<file path="src/rtl/dpll_pkg.sv">
// Shared DPLL definitions.
//   OFS_*  : encodings of the per-cycle phase command (3 is treated as normal).
//   DPLL_W : default counter / divide-ratio width.
package dpll_pkg;

    localparam logic [1:0] OFS_NORMAL = 2'd0;
    localparam logic [1:0] OFS_ADV    = 2'd1;
    localparam logic [1:0] OFS_HOLD   = 2'd2;

    localparam int unsigned DPLL_W = 32;

endpackage

</file>
<file path="src/rtl/dco_div_if.sv">
// Control/status bundle of the DCO divider.
//   clr, offset, n_wr, n_in        : commands from the loop (master -> slave)
//   n_ack, n_pend, n_cur           : ratio update status
//   clk_out, rise, fall            : divided clock and its edge strobes
interface dco_div_if #(
    parameter int unsigned W = 32
) ();

    logic         clr;
    logic [1:0]   offset;
    logic         n_wr;
    logic [W-1:0] n_in;
    logic         n_ack;
    logic         n_pend;
    logic [W-1:0] n_cur;
    logic         clk_out;
    logic         rise;
    logic         fall;

    modport master (
        output clr, offset, n_wr, n_in,
        input  n_ack, n_pend, n_cur, clk_out, rise, fall
    );

    modport slave (
        input  clr, offset, n_wr, n_in,
        output n_ack, n_pend, n_cur, clk_out, rise, fall
    );

endinterface

</file>
<file path="src/rtl/dco_ratio_shadow.sv">
// Divide-ratio shadow register.
//   clk, reset_n     : system clock, async active-low reset
//   n_wr, n_in       : capture strobe and requested ratio
//   terminal_or_clr  : apply point (divider terminal count or clear)
//   n_cur            : ratio in force
//   n_pend           : a captured ratio is waiting for an apply point
//   n_ack            : one-cycle pulse when the pending ratio takes effect
module dco_ratio_shadow
    import dpll_pkg::*;
#(
    parameter int unsigned W       = DPLL_W,
    parameter int unsigned N_RESET = 8
) (
    input  logic         clk,
    input  logic         reset_n,
    input  logic         n_wr,
    input  logic [W-1:0] n_in,
    input  logic         terminal_or_clr,
    output logic [W-1:0] n_cur,
    output logic         n_pend,
    output logic         n_ack
);

    logic [W-1:0] shadow_q, shadow_d;
    logic [W-1:0] n_cur_q, n_cur_d;
    logic         pend_q, pend_d;
    logic         ack_q, ack_d;
    logic         apply_now;

    always_comb begin
        apply_now = terminal_or_clr && pend_q;
        shadow_d  = n_wr ? n_in : shadow_q;
        // The old registered shadow is applied; a coincident write stays pending.
        n_cur_d   = apply_now ? shadow_q : n_cur_q;
        pend_d    = n_wr || (pend_q && !apply_now);
        ack_d     = apply_now;
    end

    always_ff @(posedge clk or negedge reset_n) begin
        if (!reset_n) begin
            shadow_q <= W'(N_RESET);
            n_cur_q  <= W'(N_RESET);
            pend_q   <= 1'b0;
            ack_q    <= 1'b0;
        end else begin
            shadow_q <= shadow_d;
            n_cur_q  <= n_cur_d;
            pend_q   <= pend_d;
            ack_q    <= ack_d;
        end
    end

    assign n_cur  = n_cur_q;
    assign n_pend = pend_q;
    assign n_ack  = ack_q;

endmodule

</file>
<file path="src/rtl/dco_div.sv">
// Digitally controlled divider producing the DPLL recovered clock.
//   clk, reset_n : system clock, async active-low reset
//   bus (slave)  : clr/offset phase commands, n_wr/n_in ratio writes,
//                  n_cur/n_pend/n_ack ratio status, clk_out with rise/fall strobes
// Half-period is n_cur counts; offset slews phase (advance adds ADV_STEP, hold adds 0).
module dco_div
    import dpll_pkg::*;
#(
    parameter int unsigned W        = DPLL_W,
    parameter int unsigned ADV_STEP = 5,
    parameter int unsigned N_RESET  = 8
) (
    input  logic       clk,
    input  logic       reset_n,
    dco_div_if.slave   bus
);

    logic [W-1:0] cnt_q, cnt_d;
    logic         clk_out_q, clk_out_d;
    logic         rise_q, rise_d;
    logic         fall_q, fall_d;
    logic [W-1:0] step;
    logic [W:0]   sum;
    logic         terminal;
    logic [W-1:0] n_cur;

    dco_ratio_shadow #(
        .W       (W),
        .N_RESET (N_RESET)
    ) u_shadow (
        .clk             (clk),
        .reset_n         (reset_n),
        .n_wr            (bus.n_wr),
        .n_in            (bus.n_in),
        .terminal_or_clr (terminal || bus.clr),
        .n_cur           (n_cur),
        .n_pend          (bus.n_pend),
        .n_ack           (bus.n_ack)
    );

    always_comb begin
        case (bus.offset)
            OFS_ADV:  step = W'(ADV_STEP);
            OFS_HOLD: step = '0;
            default:  step = W'(1);
        endcase
        // One extra bit so cnt+step never wraps below n_cur.
        sum      = {1'b0, cnt_q} + {1'b0, step};
        // n_cur=0 makes every non-hold cycle terminal, same as n_cur=1.
        terminal = !bus.clr && (step != '0) && (sum >= {1'b0, n_cur});

        cnt_d     = cnt_q;
        clk_out_d = clk_out_q;
        rise_d    = 1'b0;
        fall_d    = 1'b0;
        if (bus.clr) begin
            cnt_d     = '0;
            clk_out_d = 1'b0;
            fall_d    = clk_out_q;
        end else if (terminal) begin
            // Overshoot past n_cur is dropped, not carried.
            cnt_d     = '0;
            clk_out_d = !clk_out_q;
            rise_d    = !clk_out_q;
            fall_d    = clk_out_q;
        end else if (step != '0) begin
            cnt_d = sum[W-1:0];
        end
    end

    always_ff @(posedge clk or negedge reset_n) begin
        if (!reset_n) begin
            cnt_q     <= '0;
            clk_out_q <= 1'b0;
            rise_q    <= 1'b0;
            fall_q    <= 1'b0;
        end else begin
            cnt_q     <= cnt_d;
            clk_out_q <= clk_out_d;
            rise_q    <= rise_d;
            fall_q    <= fall_d;
        end
    end

    assign bus.n_cur   = n_cur;
    assign bus.clk_out = clk_out_q;
    assign bus.rise    = rise_q;
    assign bus.fall    = fall_q;

endmodule

</file>
<file path="src/flat_wrapper.sv">
// flat-port wrapper written by rule: the top's interface ports become plain ports
module dco_div_flat import dpll_pkg::*;
#(
    parameter int unsigned W        = DPLL_W,
    parameter int unsigned ADV_STEP = 5,
    parameter int unsigned N_RESET  = 8
)
  (clk, reset_n, bus_clr, bus_offset, bus_n_wr, bus_n_in, bus_n_ack, bus_n_pend, bus_n_cur, bus_clk_out, bus_rise, bus_fall);
  dco_div_if #(.W(W)) bus_i ();
  input  logic clk;
  input  logic reset_n;
  input wire logic [$bits(bus_i.clr)-1:0] bus_clr;
  input wire logic [$bits(bus_i.offset)-1:0] bus_offset;
  input wire logic [$bits(bus_i.n_wr)-1:0] bus_n_wr;
  input wire logic [$bits(bus_i.n_in)-1:0] bus_n_in;
  output wire logic [$bits(bus_i.n_ack)-1:0] bus_n_ack;
  output wire logic [$bits(bus_i.n_pend)-1:0] bus_n_pend;
  output wire logic [$bits(bus_i.n_cur)-1:0] bus_n_cur;
  output wire logic [$bits(bus_i.clk_out)-1:0] bus_clk_out;
  output wire logic [$bits(bus_i.rise)-1:0] bus_rise;
  output wire logic [$bits(bus_i.fall)-1:0] bus_fall;
  assign bus_i.clr = bus_clr;
  assign bus_i.offset = bus_offset;
  assign bus_i.n_wr = bus_n_wr;
  assign bus_i.n_in = bus_n_in;
  assign bus_n_ack = bus_i.n_ack;
  assign bus_n_pend = bus_i.n_pend;
  assign bus_n_cur = bus_i.n_cur;
  assign bus_clk_out = bus_i.clk_out;
  assign bus_rise = bus_i.rise;
  assign bus_fall = bus_i.fall;
  dco_div #(.W(W), .ADV_STEP(ADV_STEP), .N_RESET(N_RESET)) u_core (.clk(clk), .reset_n(reset_n), .bus(bus_i));
endmodule
</file>
<file path="config.mk">
export PLATFORM = sky130hd
export DESIGN_NAME = dco_div_flat
export DESIGN_NICKNAME = d
export VERILOG_FILES = /design/src/rtl/dpll_pkg.sv /design/src/rtl/dco_div_if.sv /design/src/rtl/dco_ratio_shadow.sv /design/src/rtl/dco_div.sv /design/src/flat_wrapper.sv
export SDC_FILE = /design/constraint.sdc
export NUM_CORES = 1
export LEC_CHECK = 0
export CAP_MARGIN = 20
export CORE_MARGIN = 2
export CORE_UTILIZATION = 35
export DETAILED_ROUTE_END_ITERATION = 10
export GPL_TIMING_DRIVEN = 0
export PLACE_DENSITY = 0.56
export SLEW_MARGIN = 20
export SYNTH_ARGS = -nofsm -noshare
export SYNTH_HDL_FRONTEND = slang
export SYNTH_SLANG_ARGS = --single-unit
export TNS_END_PERCENT = 1
</file>
<file path="constraint.sdc">
create_clock -name clk -period 5.1 [get_ports clk]
set_input_delay 1.02 -clock clk [delete_from_list [all_inputs] [get_ports clk]]
set_output_delay 1.02 -clock clk [all_outputs]
set_load 0.01 [all_outputs]
</file>
Word-level counts from Yosys, hierarchy flattened

Index checks and enable logic that the tools add are counted.

Flip-flop bits (word level): 101
Latch bits: 0
Memory bits (writable): 0
Bits in read-only memories: 0
Output and inout bits: 37
Logic and storage cells: 34
Memories: 0

Add/subtract/negate cells: 1
Multipliers: 0
Divide/modulo/power cells: 0
$lt $le $gt $ge: 1
Equal/unequal tests: 2
Shift operators: 0
Muxes and demuxes: 10
Bitwise logic cells: 0
Reduce and logical (&&, ||, !) cells: 12

Operators by type and width:

| cell                 | count |
|---|---|
| $mux W32             | 3 |
| $add A32 B3 Y33      | 1 |
| $ge A33 B32 Y1       | 1 |
| $reduce_bool A32 Y1  | 1 |
| $mux W1              | 6 |
| $pmux W3 S2          | 1 |
| $logic_and A1 B1 Y1  | 4 |
| $logic_not A1 Y1     | 3 |
| $reduce_bool A3 Y1   | 1 |
| $eq A2 B1 Y1 const B | 1 |
| $eq A2 B2 Y1 const B | 1 |
| $logic_or A1 B1 Y1   | 2 |
| $reduce_bool A2 Y1   | 1 |

Depth between registers and ports, before layout

Depth in word-level cells: 10
Mapped depth: 20
Mapped depth without buffers: 18

Cells and area by module

From an unflattened synthesis, not the netlist that was laid out.

Cell total of the unflattened synthesis: 514
Area, all modules: 5,718.0 µm²

Modules (own cells, without submodules):

| module           | times used | cells each | area an instance (µm²) |
|---|---|---|---|
| dco_div          | 1          | 373        | 3,140.5 |
| dco_ratio_shadow | 1          | 141        | 2,577.5 |

Worst setup path after synthesis

No wires, ideal clock.

Kind: input-to-reg
Start: input bus_offset[1]
End: register u_core.cnt_q[0]
Setup time: 68 ps
Arrival time: 4,518 ps
Required time: 5,032 ps
Slack: 515 ps
Stages: 18
Buffers on the path: 1
Cell sequence: nor2b_1 inv_1 ha_1 ha_1 a21oi_1 nor3_2 and3_2 nand2_1 nor2_1 xor2_1 ha_1 a21oi_1 o21ai_0 a211oi_2 a211oi_2 a211oi_2 buf_6 a32o_1

Longest elaborated chain between the ends: 7
Elaborated cells on any way between the ends: 12

RTL lines:

| item                                                          | line                                        | source |
|---|---|---|
| from (decl)                                                   | flat_wrapper.sv:13                          | `input wire logic [$bits(bus_i.offset)-1:0] bus_offset;` |
| $eq A2 B2 Y1 / $eq A2 B1 Y1 (equally long branches)           | dco_div.sv:42                               | `case (bus.offset)` |
| $pmux W3 S2 (*)                                               | dco_div.sv:42                               |  |
| $add A32 B3 Y33 / $reduce_bool A32 Y1 (equally long branches) | dco_div.sv:48, dco_div.sv:50, dco_div.sv:66 |  |
| $ge A33 B32 Y1 / $logic_and A1 B1 Y1 (equally long branches)  | dco_div.sv:50                               | `terminal = !bus.clr && (step != '0) && (sum >= {1'b0, n_cur});` |
| $logic_and A1 B1 Y1                                           | dco_div.sv:50                               |  |
| $mux W32                                                      | dco_div.sv:60                               | `end else if (terminal) begin` |
| $mux W32                                                      | dco_div.sv:56                               | `if (bus.clr) begin` |
| to (signal assigned)                                          | dco_div.sv:78                               | `cnt_q <= cnt_d;` |
| to (decl)                                                     | dco_div.sv:18                               | `logic [W-1:0] cnt_q, cnt_d;` |

Mark *: on every way between the ends. The rest lies on a longest branch, timed or not. The select of a mux whose other input is x is not followed.
A chain may end at the register's enable or synchronous reset.

Worst setup path after layout

Start: input bus_offset[0]
End: register u_core.u_shadow.n_cur_q[30], in the netlist u_core.u_shadow.n_cur[30]

Longest elaborated chain between the ends: 7
Elaborated cells on any way between the ends: 10

RTL lines:

| item                                                          | line                         | source |
|---|---|---|
| $eq A2 B2 Y1 / $eq A2 B1 Y1 (equally long branches)           | dco_div.sv:42                |  |
| $pmux W3 S2 (*)                                               | dco_div.sv:42                |  |
| $add A32 B3 Y33 / $reduce_bool A32 Y1 (equally long branches) | dco_div.sv:48, dco_div.sv:50 |  |
| $ge A33 B32 Y1 / $logic_and A1 B1 Y1 (equally long branches)  | dco_div.sv:50                |  |
| $logic_and A1 B1 Y1 (*)                                       | dco_div.sv:50                |  |
| $logic_or A1 B1 Y1 (*)                                        | dco_div.sv:35                | `.terminal_or_clr (terminal \|\| bus.clr),` |
| $logic_and A1 B1 Y1 (*)                                       | dco_ratio_shadow.sv:31       | `apply_now = terminal_or_clr && pend_q;` |
| to (signal assigned)                                          | dco_ratio_shadow.sv:42       | `n_cur_q <= W'(N_RESET);` |
| to (signal assigned)                                          | dco_ratio_shadow.sv:47       | `n_cur_q <= n_cur_d;` |
| to (decl)                                                     | dco_ratio_shadow.sv:25       | `logic [W-1:0] n_cur_q, n_cur_d;` |

Mark *: on every way between the ends. The rest lies on a longest branch, timed or not.

==> results <==
- The flow ran to the end, and the final reports show no timing, DRC or antenna violations.
- The TritonCTS clock tree is done.
- After detailed routing, the average wire length per cell comes to 18.1 um.
- The signed area change from the synthesized netlist to the final layout is 26.2%.
- In this run the tightest slew margin relative to its limit is 56.5%.
- The commonest register cell after synthesis is dfrtp_1.
- In this run the vertical extent of the chip is 135 um.
- The clock tree skew after final layout is 0.0100 ns.
- The via count of the first global-routing pass is 4552.
- The number of antenna diodes in the final layout is 0.
- The final critical-path required period is 4.93 ns.
- For this design the top-level I/O count stands at 75.
- In this run, synthesis produced a sequential element count of 101.
- The total number of yosys warnings is 0.
- The worst voltage drop across the vdd grid is 151 uV.
- The core region is 16600 sq um.
- The synthesized cell area is 5980 sq um.
- The pin count of the biggest net entering global routing is 63.
- The path category of the worst min-delay check is flop to flop.
- The critical path is of the input pin to flop type.
- The count of unique library cells instantiated by Yosys is 51.
- The buffer depth of the longest clock path is 2.
- The number of port buffers is 72.
- Traced cell by cell, the critical path runs through clkdlybuf4s50_1 -> nor2b_1 -> ha_2 -> a31oi_4 -> nor3_4 -> buf_4 -> and3_1 -> and3_1 -> xor2_2 -> ha_1 -> nand4_1 -> nor4_2 -> a221oi_2 -> and4_1 -> nor3_1 -> o21a_2 -> buf_4 -> a221o_1.
- The detail route stage leaves a number of antenna-violating nets equal to 0.
- The number of clock sinks seen by CTS is 101.
- The number of antenna violations at the first check in global routing is 0.
- The post-CTS clock slew at the launch and capture registers of the worst setup and hold paths is 0.07 ns.
- For this run, the detailed router's first-pass iteration total came to 4.
- The post-synthesis area per instance is 11.7 sq um.
- The share of synthesized registers carrying an async set or reset is 100%.
- The H-tree depth is 3.
- The overall routing resource usage is 17.3%.
- The number of nets in the synthesized netlist is 584.
- The required time of the worst setup path is 5.33 ns.
- Clock tree synthesis inserted a total of 9 buffers.
- Synthesis handed over a netlist of 511 instances.
- In this run the core area contains 47 standard-cell rows.
- The final critical path takes up 96.6% of the cycle.
- The routed design uses 7120 um of met2 wire.
- Routed signal wires occupy layers up through met4.
- The slowest stage cell on the critical path is clkdlybuf4s50_1.
- The achievable clock frequency is 203 MHz.
- Setup repair after global routing could not meet its margin everywhere.
- The standard cell area after detailed placement is 7010 sq um.
- In this run, synthesis inferred 0 flip-flops with an integrated enable.
- The element type at the critical path start is an input pin.
- The fraction of layout cells with a size suffix above 1 is 24.6%.
- The total detailed-routing wirelength is 15000 um.
- The worst-case setup margin in the final layout is 0.174 ns.
- The die is 135 um wide.
- Wire segments on met3 add up to 532 um in the final route.
- The final routed DRC violation total is 0.
- After legalization and detailed placement, the total HPWL measured 11200 um.
- The max capacitance violation total is 0.
- The finished layout cell area is 7550 sq um.
- OpenSTA, run right after detailed placement, puts the worst setup slack at -1.17 ns.
- For the worst-skew pair, the clock arrives at the later sink with an insertion delay of 0.36 ns.
- The cell area power density is 292 nW/um^2.
- The first global-routing pass estimated 24400 um of wire.
- The number of max-slew violations in the final report is 0.
- The total die area is 18200 sq um.
- The number of vias after detailed routing is 4493.
- The analysis attributes to cell leakage a power of 3.43 nW.
- The total of endpoints with negative setup slack in the final report is 0.
- The count of final hold-check violations came to 0.
- In the final routing, the length of wire on met1 measures 7100 um.
- Using the TritonRoute via totals, the vias-per-cell ratio works out to 5.39.
- The net count reported at finish is 681.
- Once layout is complete, the utilization of the core stands at 45.4%.
- The tree is rooted in a clkbuf_16.
- The overall overflow remaining after global route is 0.
- The final estimated routing congestion in global placement is 0.813.
- Data on the critical path arrives at its endpoint at 5.16 ns.
- The initial core utilization is 36.0%.
- The kind of end point of the critical path is a flop.
- For the pin with the worst max-slew slack, the measured transition is 0.652 ns.
- The sequential element share of the synthesized area is 42.3%.
- In this run, the number of DRC markers left after iteration 0 of detailed routing was 275.
- The worst stage delay on the critical path is 0.46 ns.
- In this run the worst path has a maximum fanout of 10.
## critical path, delay by kind of cell
kind                       cells  cell delay [ns]
xor gates and xnor gates       1             0.23
buffers and inverters          3             0.80
AOI/OAI and AO/OA              4             0.99
adders and majority gates      2             0.68
and+or+nand+nor                8             1.42
## Yosys cell counts (3+ instances only)
| cell | instances | share of area (%) |
|---|---|---|
| a31oi_1 | 11 | 1.1 |
| a22o_4 | 30 | 8.8 |
| ha_1 | 35 | 7.3 |
| buf_12 | 3 | 1.0 |
| nand2_1 | 32 | 2.0 |
| o21a_1 | 3 | 0.38 |
| xor2_1 | 14 | 2.0 |
| a22o_2 | 3 | 0.50 |
| nor4_1 | 3 | 0.31 |
| xnor2_1 | 16 | 2.3 |
| a211oi_2 | 3 | 0.63 |
| a221o_1 | 32 | 5.4 |
| inv_1 | 38 | 2.4 |
| buf_2 | 4 | 0.33 |
| clkbuf_1 | 9 | 0.56 |
| mux2_2 | 33 | 6.2 |
| dfrtp_1 | 99 | 41 |
| nor2b_1 | 3 | 0.31 |
| a21oi_1 | 21 | 1.8 |
| and3_1 | 6 | 0.63 |
| nor2_1 | 16 | 1.0 |
| clkbuf_8 | 5 | 1.1 |
| o21ai_0 | 11 | 0.92 |
| nand3_1 | 11 | 0.92 |
| buf_6 | 4 | 0.75 |
| nand4_1 | 10 | 1.0 |
| nor3_1 | 7 | 0.59 |
| a22o_1 | 20 | 2.9 |
## state kept, by name, summed over array words and instances (netlist names)
signal / cells
u_core.u_shadow.n_cur: 32
u_core.bus.clk_out: 1
u_core.u_shadow.n_pend: 1
u_core.cnt_q: 32
u_core.bus.rise: 1
u_core.u_shadow.n_ack: 1
u_core.u_shadow.shadow_q: 32
u_core.bus.fall: 1
## logic make-up (layout without fill, tap and decap cells)
family,Yosys count,count (layout),share of synthesized area (%)
buf+inv,64,166,6.38
mux,33,33,6.21
simple gates,103,103,9.35
xor+xnor,30,30,4.39
flops,101,101,42.3
fa+ha+maj,35,35,7.32
compound gates,145,145,24.1
## per-layer routing
metal | vias up | global-route usage, %
met5 | - | 0
met4 | 0 | 6.14
met3 | 19 | 2.40
met2 | 78 | 27.2
met1 | 2280 | 24.4
li1 | 2116 | -
## placed cells by master (no fill, tap or decap), types with 5 or more instances in the layout
cell type and count:
inv_1 37, a22o_4 30, nand3_1 11, ha_1 32, and3_1 6, a31oi_1 10
a221o_1 32, mux2_2 33, nand4_1 10, clkbuf_1 9, clkdlybuf4s50_1 71, nand2_1 31
a22o_1 20, o21ai_0 8, a21oi_1 20, buf_4 14, clkbuf_8 5, nor3_1 5
nor2_1 15, xnor2_1 13, dfrtp_1 99, clkbuf_16 9, xor2_1 13, buf_6 5
## area by class of cell
cell class	instances	area [sq um]
buffer	25	240
clock buffer	10	229
clock inverter	6	46.3
fill	1505	9090
inverter	38	143
multi-input combinational	346	3220
sequential	101	2530
tap	220	275
timing repair buffer	87	867
## power breakdown
part	switching, mW	internal (mW)	total, mW
clock network	0.326	0.335	0.661
registers	0.111	0.887	0.997
logic	0.232	0.312	0.544
total	0.669	1.53	2.20
## timing repair
action / in CTS / in global routing
pin swaps: 6 / 9
hold buffers: 0 / 0
endpoints found under the setup margin: 69 / 68
setup buffers: 8 / 6
gates resized for setup: 18 / 17
## per-stage QoR
| step | total power [mW] | hold slack, ns | TNS (ns) | std cells |
|---|---|---|---|---|
| floorplan | 1.29 | 0.472 | 0 | 511 |
| global placement | 1.52 | 0.480 | -157.73 | 803 |
| detailed placement | 1.54 | 0.487 | -68.18 | 804 |
| CTS | 2.21 | 0.507 | 0 | 828 |
| global route | 2.31 | 0.556 | -0.706 | 833 |
| finish | 2.20 | 0.526 | 0 | 833 |
## path summary, 6_finish.rpt
path	to	cells past startpoint	slack, ns	start
hold reg to reg	u_core.cnt_q[0]	1	0.53	u_core.cnt_q[0]
setup reg to reg	u_core.u_shadow.n_cur[30]	16	1.08	u_core.cnt_q[2]
hold / removal	u_core.cnt_q[0]	1	0.53	u_core.cnt_q[0]
setup / recovery	u_core.u_shadow.n_cur[30]	18	0.17	bus_offset[0]
min in group asynchronous	u_core.u_shadow.shadow_q[4]	1	0.56	reset_n
max in group asynchronous	u_core.cnt_q[26]	2	3.88	reset_n
(Power assumes the default switching activity.)
